<file path="config.mk">
export PLATFORM = sky130hd
export DESIGN_NAME = ssp_uart_fifo
export DESIGN_NICKNAME = d
export VERILOG_FILES = /design/src/rtl/ssp_uart_fifo.sv
export SDC_FILE = /design/constraint.sdc
export NUM_CORES = 1
export LEC_CHECK = 0
export CORE_ASPECT_RATIO = 1.4
export CORE_MARGIN = 8
export CORE_UTILIZATION = 58
export CTS_CLUSTER_DIAMETER = 200
export DETAILED_ROUTE_END_ITERATION = 10
export PLACE_DENSITY = 0.85
export SYNTH_ARGS = -nofsm -noshare
export SYNTH_HDL_FRONTEND = slang
export SYNTH_SLANG_ARGS = --single-unit
</file>
<file path="constraint.sdc">
create_clock -name Clk -period 3.1 [get_ports Clk]
set_clock_uncertainty 0.15 [all_clocks]
set_input_delay 0.62 -clock Clk [delete_from_list [all_inputs] [get_ports Clk]]
set_output_delay 0.62 -clock Clk [all_outputs]
set_load 0.1 [all_outputs]
</file>
<file path="src/rtl/ssp_uart_fifo.sv">
// First-word-fall-through FIFO behind the SSP UART TDR/RDR registers: occupancy,
// fill threshold, sticky overflow/underflow flags and a registered maskable interrupt.
module ssp_uart_fifo #(
    parameter int DW = 8,
    parameter int AW = 4
) (
    input  logic          Clk,
    input  logic          Rst,
    input  logic          Clr,
    input  logic          WE,
    input  logic [DW-1:0] DI,
    input  logic          RE,
    output logic [DW-1:0] DO,
    input  logic [AW:0]   Thr,
    output logic [AW:0]   Count,
    output logic          EF,
    output logic          FF,
    output logic          HF,
    output logic          TF,
    output logic          OVR,
    output logic          UNR,
    input  logic          ErrClr,
    input  logic [3:0]    IrqEn,
    output logic          IRQ
);
    localparam int          DEPTH_I = 1 << AW;
    localparam logic [AW:0] DEPTH   = {1'b1, {AW{1'b0}}};
    localparam logic [AW:0] HALF    = DEPTH >> 1;

    logic [DW-1:0] mem [DEPTH_I];
    logic [AW-1:0] wp;
    logic [AW-1:0] rp;
    logic [AW:0]   cnt;
    logic          ovr;
    logic          unr;
    logic          irq_p1;

    logic          wr_ok;
    logic          rd_ok;
    logic          ovr_ev;
    logic          unr_ev;
    logic [3:0]    irq_src;

    // A write into a full FIFO is still accepted when a read frees a slot on the same edge
    assign wr_ok  = WE && ((cnt != DEPTH) || RE);
    assign rd_ok  = RE && (cnt != '0);
    assign ovr_ev = WE && (cnt == DEPTH) && !RE;
    assign unr_ev = RE && (cnt == '0);

    assign Count = cnt;
    assign EF    = (cnt == '0);
    assign FF    = (cnt == DEPTH);
    assign HF    = (cnt >= HALF);
    assign TF    = (Thr != '0) && (cnt >= Thr);
    assign OVR   = ovr;
    assign UNR   = unr;
    assign IRQ   = irq_p1;
    assign DO    = mem[rp];

    assign irq_src = {ovr | unr, TF, HF, EF};

    // Storage array carries no reset; contents are qualified by the pointers
    always_ff @(posedge Clk) begin
        if (!Clr && wr_ok) begin
            mem[wp] <= DI;
        end
    end

    always_ff @(posedge Clk or negedge Rst) begin
        if (!Rst) begin
            wp     <= '0;
            rp     <= '0;
            cnt    <= '0;
            ovr    <= 1'b0;
            unr    <= 1'b0;
            irq_p1 <= 1'b0;
        end else if (Clr) begin
            wp     <= '0;
            rp     <= '0;
            cnt    <= '0;
            ovr    <= 1'b0;
            unr    <= 1'b0;
            irq_p1 <= 1'b0;
        end else begin
            if (wr_ok) begin
                wp <= wp + AW'(1);
            end
            if (rd_ok) begin
                rp <= rp + AW'(1);
            end
            unique case ({wr_ok, rd_ok})
                2'b10:   cnt <= cnt + (AW+1)'(1);
                2'b01:   cnt <= cnt - (AW+1)'(1);
                default: cnt <= cnt;
            endcase
            // A fresh error on this edge takes precedence over ErrClr
            if (ovr_ev) begin
                ovr <= 1'b1;
            end else if (ErrClr) begin
                ovr <= 1'b0;
            end
            if (unr_ev) begin
                unr <= 1'b1;
            end else if (ErrClr) begin
                unr <= 1'b0;
            end
            // Stage p1: interrupt request registered from pre-edge status
            irq_p1 <= |(IrqEn & irq_src);
        end
    end
endmodule

</file>
## After elaboration in Yosys (flattened, before gate mapping)

Memory sizes are Yosys's and may differ from the RTL's.
Index checks and enable logic that the tools add are counted.

| cells by class | value |
|---|---|
| $add $sub $neg | 4 |
| order comparisons | 2 |
| equality and inequality tests | 4 |
| multiplexer cells | 14 |
| bitwise logic cells | 2 |
| reductions and logical operators | 19 |

Operators with widths:

| operator | number |
|---|---|
| 2-to-1 mux 4 bit | 4 |
| one-hot mux 5 bit (2 select lines) | 1 |
| nonzero test 5 bit | 2 |
| nonzero test 3 bit | 3 |
| adder 4 x 1 -> 4 bit, second input constant | 2 |
| 2-to-1 mux 1 bit | 8 |
| logical AND 1 bit | 7 |
| adder 5 x 1 -> 5 bit, second input constant | 1 |
| == test 5 bit, second input constant | 1 |
| greater-or-equal comparator 5 x 4 -> 1 bit, second input constant | 1 |
| greater-or-equal comparator 5 bit | 1 |
| zero test 5 bit | 1 |
| 2-to-1 mux 5 bit | 1 |
| != test 5 bit, second input constant | 1 |
| subtractor 5 x 1 -> 5 bit, second input constant | 1 |
| AND 4 bit | 1 |
| nonzero test 2 bit | 2 |
| OR reduction 4 bit | 1 |
| == test 2 x 1 -> 1 bit, second input constant | 1 |
| == test 2 bit, second input constant | 1 |
| zero test 1 bit | 2 |
| logical OR 1 bit | 1 |
| OR 1 bit | 1 |

| storage, ports and cells | value |
|---|---|
| flip-flop bits (word level) | 16 |
| memory bits (writable) | 128 |
| input port bits | 23 |
| output and inout bits | 20 |
| word-level logic and storage cells | 52 |
| memories | 1 |

Memories:

| name | words | bits a word | rd ports | clocked after memory_dff | wr ports | RTL line | RTL |
|---|---|---|---|---|---|---|---|
| mem | 16 | 8 | 1 | 0 | 1 | 30 | `logic [DW-1:0] mem [DEPTH_I];` |

## Logic depth before layout (Yosys ltp)

| depth | value |
|---|---|
| depth after elaboration | 6 |
| gate-level depth with buffers | 10 |
| depth with buffers taken out | 8 |

## Least setup slack after synthesis

No wires, ideal clock.

| path | value |
|---|---|
| kind | register to output |
| start point | reg cnt[1], in the netlist Count[1] |
| end point | out EF |
| arrival time | 2.978 ns |
| data required time | 2.330 ns |
| slack | -0.648 ns |
| stages on the path, launching flop included | 5 |
| path buffers | 2 |
| cells stage by stage | dfrtp_1 buf_6 or4_4 buf_6 nor2_1 |

| between the ends | value |
|---|---|
| cells in the longest elaborated chain, start to end | 1 |

RTL lines:

| item | RTL line | RTL |
|---|---|---|
| start: declaration | 33 | `logic [AW:0] cnt;` |
| start signal: assignment | 92 | `2'b10: cnt <= cnt + (AW+1)'(1);` |
| start signal: assignment | 93 | `2'b01: cnt <= cnt - (AW+1)'(1);` |
| start signal: assignment | 94 | `default: cnt <= cnt;` |
| zero test 5 bit | 51 | `assign EF = (cnt == '0);` |
| end: declaration | 16 | `output logic EF,` |

No other way between the ends.

## Worst setup path after layout

| path | value |
|---|---|
| start point | reg rp[0] |
| end point | out DO[4] |

| between the ends | value |
|---|---|
| cells in the longest elaborated chain, start to end | 1 |

RTL lines:

| item | RTL line | RTL |
|---|---|---|
| start: declaration | 32 | `logic [AW-1:0] rp;` |
| start signal: assignment | 89 | `rp <= rp + AW'(1);` |
| memory (16 x 8 bit) | - |  |
| end: declaration | 13 | `output logic [DW-1:0] DO,` |

No other way between the ends.

==> impl_metrics.ini <==
[pwr]
p_sw_frac = 0.348
p_seq_frac = 0.342
internal_power_mw = 4.34
switchingPower_mw = 2.32
clkPwrFrac = 0.304
leakagePower_nw = 2.71
cellPowerDensity_nw_per_um2 = 864
p_comb_frac = 0.354
ir_worst_vdd_mv = 1.03

[final_layout]
fin_nets = 457
finalInstanceArea_um2 = 7700
final_cell_mix = 128 x edfxtp_1, 40 x mux4_2, 39 x buf_4, 29 x nor2_1
areaGrowthSynthToFinish_pct = 25.8
n_antenna_cell = 0
layout-drive-gt1-share = 0.331
stdcell_count = 573
final_common_cell = edfxtp_1

[status]
violations = negative setup slack
status = finished, violations left

[critical_path]
cp.arrival_ps = 2360
cp_max_fo = 6
worstSetupEndpointType = output port
criticalPathCategory = flip-flop to output port
startpoint_type = flip-flop
required_ps = 2330

[floorplan]
dieHeight_um = 138
core_area_um2 = 10300
rows = 44
die-area_um2 = 14100
die_x_um = 103
initial_core_util = 0.591
ios = 43

[timing]
relSlewSlack = 0.503
hold_violations = 0
fmax_mhz = 319
setup_viol = 5
fin_crit_ps = 3130
rsz0062_at_grt = true
worst_pin_slew_ps = 744
finalCritPeriodShare = 1.01
slew_violations = 0
setup_slack_ps = -34.5

[logic_synthesis]
synth_fp_nets = 375
synth-seq-cells = 144
synth_ff_type = edfxtp_1
syn_inst = 340
ys_async_sr_fraction = 0.111
synth.distinct_cells = 46
synth_edf_count = 128
synth_area_um2 = 6120
synth_area_per_cell_um2 = 18.0
yosysSeqAreaShare = 0.694
yosys_warnings = 0

[grt]
grt_max_degree = 34
grt_pass1_vias = 3865
grt_pass1_wl_mm = 23.3
antenna_found_initial = 0
overflow = 0
gr-usage-all-layers = 0.237

[drt]
vias = 3633
drt_wl_total_mm = 15.5
viasPerCell = 6.34
wl_per_cell_um = 27.0
ant_nets = 0
drc = 0
dr.pass1.iters = 7
drt_iter0_drc = 420

[cts]
clk_latency_ps = 420
clock_sinks = 144
cts_tree = yes
clockRootBuffer = clkbuf_16
cts_buffer_depth = 2
clkTransAtPathRegs_ps = 60
htree_levels = 4
numCtsBuffers = 17

[placement]
place_hpwl_mm = 8.94
dp_cells = 536
io_buffers = 42
dpl_cell_area_um2 = 6990
place_congestion = 0.812

[flow_run]
maxCapViolations = 0

[hold_path]
hold_path_class = flip-flop to flip-flop
==> final cells by class <==
class	instances	area (um^2)
fill	631	2650
sequential	144	4250
multi-input combinational	170	1770
timing repair buffer	79	883
inverter	10	37.5
clock inverter	9	77.6
clock buffer	23	512
tap	138	173
==> critical path: stages, from the launching register on <==
cell and delay, ps:
dfrtp_2 370, buf_12 140, buf_12 140, mux4_2 510, mux4_2 560, buf_12 200
==> what timing repair did <==
item / 4_1_cts / 5_1_grt
gates cloned: 1 / 2
hold buffers: 0 / 0
resized for setup: 4 / 3
setup endpoints to repair: 5 / 9
setup buffers: 2 / 1
pin swaps: 0 / 1
==> power groups by stage <==
| stage | combinational, mW | clock (mW) | sequential (mW) |
|---|---|---|---|
| floorplan | 1.36 | 0 | 2.52 |
| global placement | 2.17 | 0 | 2.31 |
| detailed placement | 2.21 | 0 | 2.31 |
| CTS | 2.30 | 2.04 | 2.28 |
| global route | 2.47 | 2.11 | 2.29 |
| finish | 2.36 | 2.03 | 2.27 |
==> synth_stat cells (2+ instances only) <==
master / count / share of area
nand2_1: 10 / 0.0061
or3_1: 2 / 0.0020
nand2b_1: 3 / 0.0031
a31oi_1: 2 / 0.0020
edfxtp_1: 128 / 0.63
nor3_1: 6 / 0.0049
o211ai_1: 3 / 0.0037
buf_1: 2 / 0.0012
ha_1: 12 / 0.025
o21ai_0: 6 / 0.0049
buf_2: 5 / 0.0041
buf_6: 2 / 0.0037
mux4_2: 40 / 0.15
nor2b_1: 7 / 0.0072
clkbuf_1: 7 / 0.0043
nand3_1: 6 / 0.0049
inv_1: 9 / 0.0055
nor4_1: 3 / 0.0031
o21a_1: 3 / 0.0037
mux2i_1: 3 / 0.0049
or2_2: 2 / 0.0020
nor2_1: 31 / 0.019
dfrtp_1: 16 / 0.065
a21oi_1: 7 / 0.0057
xor2_1: 4 / 0.0057
==> through the flow <==
stage | TNS [ps] | setup WS [ps] | utilization | total power, mW | hold WS (ps)
after floorplan | -155 | -86.3 | - | 3.88 | 174
final | -57.3 | -34.5 | 0.744 | 6.66 | 468
after CTS | -228 | -50.2 | 0.739 | 6.61 | 472
after global routing | -375 | -69.4 | 0.744 | 6.87 | 502
after global placement | 0 | 142 | 0.676 | 4.47 | 445
after detailed placement | 0 | 27.5 | 0.676 | 4.52 | 452
==> flip-flops by register name, indices dropped and copies added, names as in the netlist <==
| signal | flops |
|---|---|
| mem | 128 |
| Count | 5 |
| rp | 4 |
| wp | 4 |
| IRQ | 1 |
| OVR | 1 |
| UNR | 1 |
==> final timing paths <==
check	slack [ps]	from	depth (start not counted)	endpoint
setup / recovery	-30	rp[0]$_DFFE_PN0P_	5	DO[4]
hold / removal	470	rp[1]$_DFFE_PN0P_	2	rp[1]$_DFFE_PN0P_
hold reg to reg	470	rp[1]$_DFFE_PN0P_	2	rp[1]$_DFFE_PN0P_
min in group asynchronous	490	Rst	1	OVR$_DFFE_PN0P_
setup reg to reg	360	Count[0]$_DFFE_PN0P_	7	Count[2]$_DFFE_PN0P_
max in group asynchronous	1790	Rst	1	Count[0]$_DFFE_PN0P_
==> metal layers <==
| metal | part of all wire | track usage | wire, um |
|---|---|---|---|
| met3 | 0.073 | 0.0653 | 1130 |
| met4 | 0.030 | 0.0944 | 464 |
| met5 | 0 | 0 | 0 |
| met2 | 0.54 | 0.416 | 8430 |
| met1 | 0.35 | 0.265 | 5440 |
==> cells by family after synthesis <==
kind of cell	share of synthesized area
DFF	0.694
and+or+nand+nor	0.0632
muxes	0.156
AOI/OAI and AO/OA	0.0358
buffers and inverters	0.0194
adders and majority gates	0.0245
xor gates and xnor gates	0.00716
(Power assumes the default switching activity.)
==> RTL edit, RTL diff (same settings) <==
Make the reset (`Rst`) synchronous in one clocked block.
--- a/src/rtl/ssp_uart_fifo.sv
+++ b/src/rtl/ssp_uart_fifo.sv
@@ -66,7 +66,7 @@
         end
     end
 
-    always_ff @(posedge Clk or negedge Rst) begin
+    always_ff @(posedge Clk) begin
         if (!Rst) begin
             wp     <= '0;
             rp     <= '0;
Behaviour: differs if Rst is asserted again (counterexample within 4 cycles, from zero or initial values and one cycle with Rst low); with Rst held inactive, the same outputs for 4 cycles.
==> RTL edit against the original RTL <==
Worst setup slack gained 0.16 ns. Routed wire length is 14% lower. Design area decreased by 2.6%. Die area about the same. Synthesized area is essentially flat. Critical path depth unchanged. Sequential cell count is 4 higher. Non-clock buffer count shrank 19. Critical endpoint is now DO[5]. Highest routed layer unchanged.
Power is not compared: it rests on default switching activity, and its combinational part moved more than twofold at a synthesized area within 25%.
==> RTL edit: results (changes against the original RTL) <==
Multiplexer share of the synthesized area -> 12.1% (-3.5 points)
Global-route wire length before repair -> 20,300 microns (-13%)
Area growth syn-to-layout -> 22.6%
Buffers inserted during post-CTS setup optimization -> 0 (-2)
Pin count of the biggest net entering global routing -> 33 (-2.9%)
Status -> finished clean
Number of iterations in the first detailed-routing pass -> 7 (unchanged)
Synthesized net count -> 397 (+5.9%)
Number of design-rule violations left by the first detailed-router iteration -> 305 (-27%)
Fraction of synthesis flops using an asynchronous set or reset pin -> 0% (-11 points)
Routability-driven placement congestion ratio -> 0.757 (-6.7%)
Count of fill cells added during filler insertion -> 637 (+0.95%)
Worst min-delay path startpoint -> rp[3]
Largest register FFs -> 128 (unchanged)
Number of antenna violations at the first check in global routing -> 0 (unchanged)
Synth Area in Compound Gates -> 5.71% (+2.1 points)
Xor-xnor portion of the synthesized cell area -> 1.00% (+0.29 points)
Worst IR drop on VDD -> 0.467 mV
Worst-path maximum fanout -> 16 (+10)
Worst slew margin -> 30.6% (-20 points)
Detailed Place HPWL -> 8560 microns (-4.2%)
Post-route DRC violation count -> 0 (unchanged)
Total clock buffers created by CTS -> 17 (unchanged)
Largest family of logic cells by synthesized area -> multiplexers
NetSw -> 1.04 mW
Hold Path Class -> reg -> reg
Via count of the first global-routing pass -> 3,769 (-2.5%)
Main area contributors after synthesis -> sky130_fd_sc_hd__edfxtp_1 (63%), sky130_fd_sc_hd__mux4_2 (12%), sky130_fd_sc_hd__dfxtp_1 (6.5%)
Final layout net count -> 459 (+0.44%)
WP data arrival -> 2.20 ns (-0.16 ns)
Wire per inst -> 23.4 microns (-13%)
Clock network latency to the later pin of the worst-skew pair -> 0.41 ns
Drt via density -> 6.12 (-3.5%)
Critical path startpoint category -> register
H-tree depth -> 4 (unchanged)
Diode count -> 0 (unchanged)
Number of different library cells in the post-synthesis netlist -> 51 (+11%)
Worst R2R Path Depth -> 10 (+3)
Overall Global Routing Usage -> 20.2% (-3.5 points)
Port buffer count -> 42 (unchanged)
Launch point of the worst reg-to-reg path -> Count[1]
Register area share after synthesis -> 69.4% (about the same)
Resized cells post-CTS -> 0 (-4)
Share of synthesized cell area in full adder, half adder and majority cells -> 2.86% (+0.41 points)
Fraction of layout instances using a drive strength above 1 -> 28.8% (-4.3 points)
Leak -> 2.54 nW
Cells on Worst Hold Path -> 2 (unchanged)
Cell types with the highest counts after synthesis -> sky130_fd_sc_hd__edfxtp_1 (128), sky130_fd_sc_hd__nor2_1 (33), sky130_fd_sc_hd__mux4_2 (32)
Clock Tree Buf Depth -> 2 (unchanged)
RTL edit: cell count changes after synthesis, sizes merged, moves of 3 or more:
cell,unedited run,this run
nor2b,7,3
nor4,4,1
nor3,6,2
dfrtp,16,0
dfxtp,0,20
mux4,40,32
a22oi,0,18
nand2,10,19
o21ai,8,5
RTL edit: cell families after synthesis:
logic type | after synthesis
buffers and inverters | 30
flip-flops | 148
adder cells (fa/ha/maj) | 14
multiplexers | 34
XOR/XNOR | 7
AO/OA/AOI/OAI | 43
AND/OR/NAND/NOR | 84
RTL edit: worst paths after layout:
path                    to  slack [ns]
hold / removal    register        0.38
setup reg to reg  Count[2]        0.16
setup / recovery     DO[5]        0.13
hold reg to reg   register        0.38
RTL edit: critical path: stages (launching register included):
cell and delay [ns]:
sky130_fd_sc_hd__dfxtp_2 0.39, sky130_fd_sc_hd__buf_12 0.20, sky130_fd_sc_hd__mux4_2 0.53, sky130_fd_sc_hd__a22oi_1 0.31, sky130_fd_sc_hd__nand2_1 0.16, sky130_fd_sc_hd__buf_12 0.19
RTL edit: power groups by stage:
| stage | logic, mW | registers [mW] | clock network [mW] |
|---|---|---|---|
| after floorplan | 0.171 | 2.25 | 0 |
| after global placement | 0.315 | 2.22 | 0 |
| after detailed placement | 0.323 | 2.23 | 0 |
| after CTS | 0.327 | 2.18 | 1.97 |
| after global routing | 0.345 | 2.18 | 2.04 |
| final | 0.327 | 2.18 | 1.95 |
RTL edit: through the flow:
| step | power, mW | std cells | util (%) | cell area [sq um] | setup WS (ns) |
|---|---|---|---|---|---|
| floorplan | 2.42 | 360 | - | 6170 | 0.0275 |
| global placement | 2.54 | 540 | 66.6 | 6900 | 0.0417 |
| detailed placement | 2.55 | 540 | 66.6 | 6900 | 0.0214 |
| CTS | 4.48 | 571 | 72.1 | 7470 | 0.0145 |
| global route | 4.57 | 572 | 72.4 | 7500 | 0.0223 |
| finish | 4.46 | 572 | 72.4 | 7500 | 0.129 |
RTL edit: cell type report:
type                    instances  area [sq um]  share of cell area (%)
flip-flops and latches        148          4260                    56.8
multi-input cells             182          1770                    23.6
repair buffers                 60           673                    8.98
clock buffers                  17           425                    5.67
well taps                     138           173                    2.30
clock inverters                14           144                    1.92
inverters                      13          53.8                   0.718
RTL edit: metal layers:
| metal | track usage, % | part of all wire (%) | vias up |
|---|---|---|---|
| li1 | - | - | 1553 |
| met1 | 20.4 | 35 | 1742 |
| met2 | 36.7 | 55 | 170 |
| met3 | 5.41 | 5.9 | 33 |
| met4 | 10.7 | 3.6 | 0 |
| met5 | 0 | 0 | - |
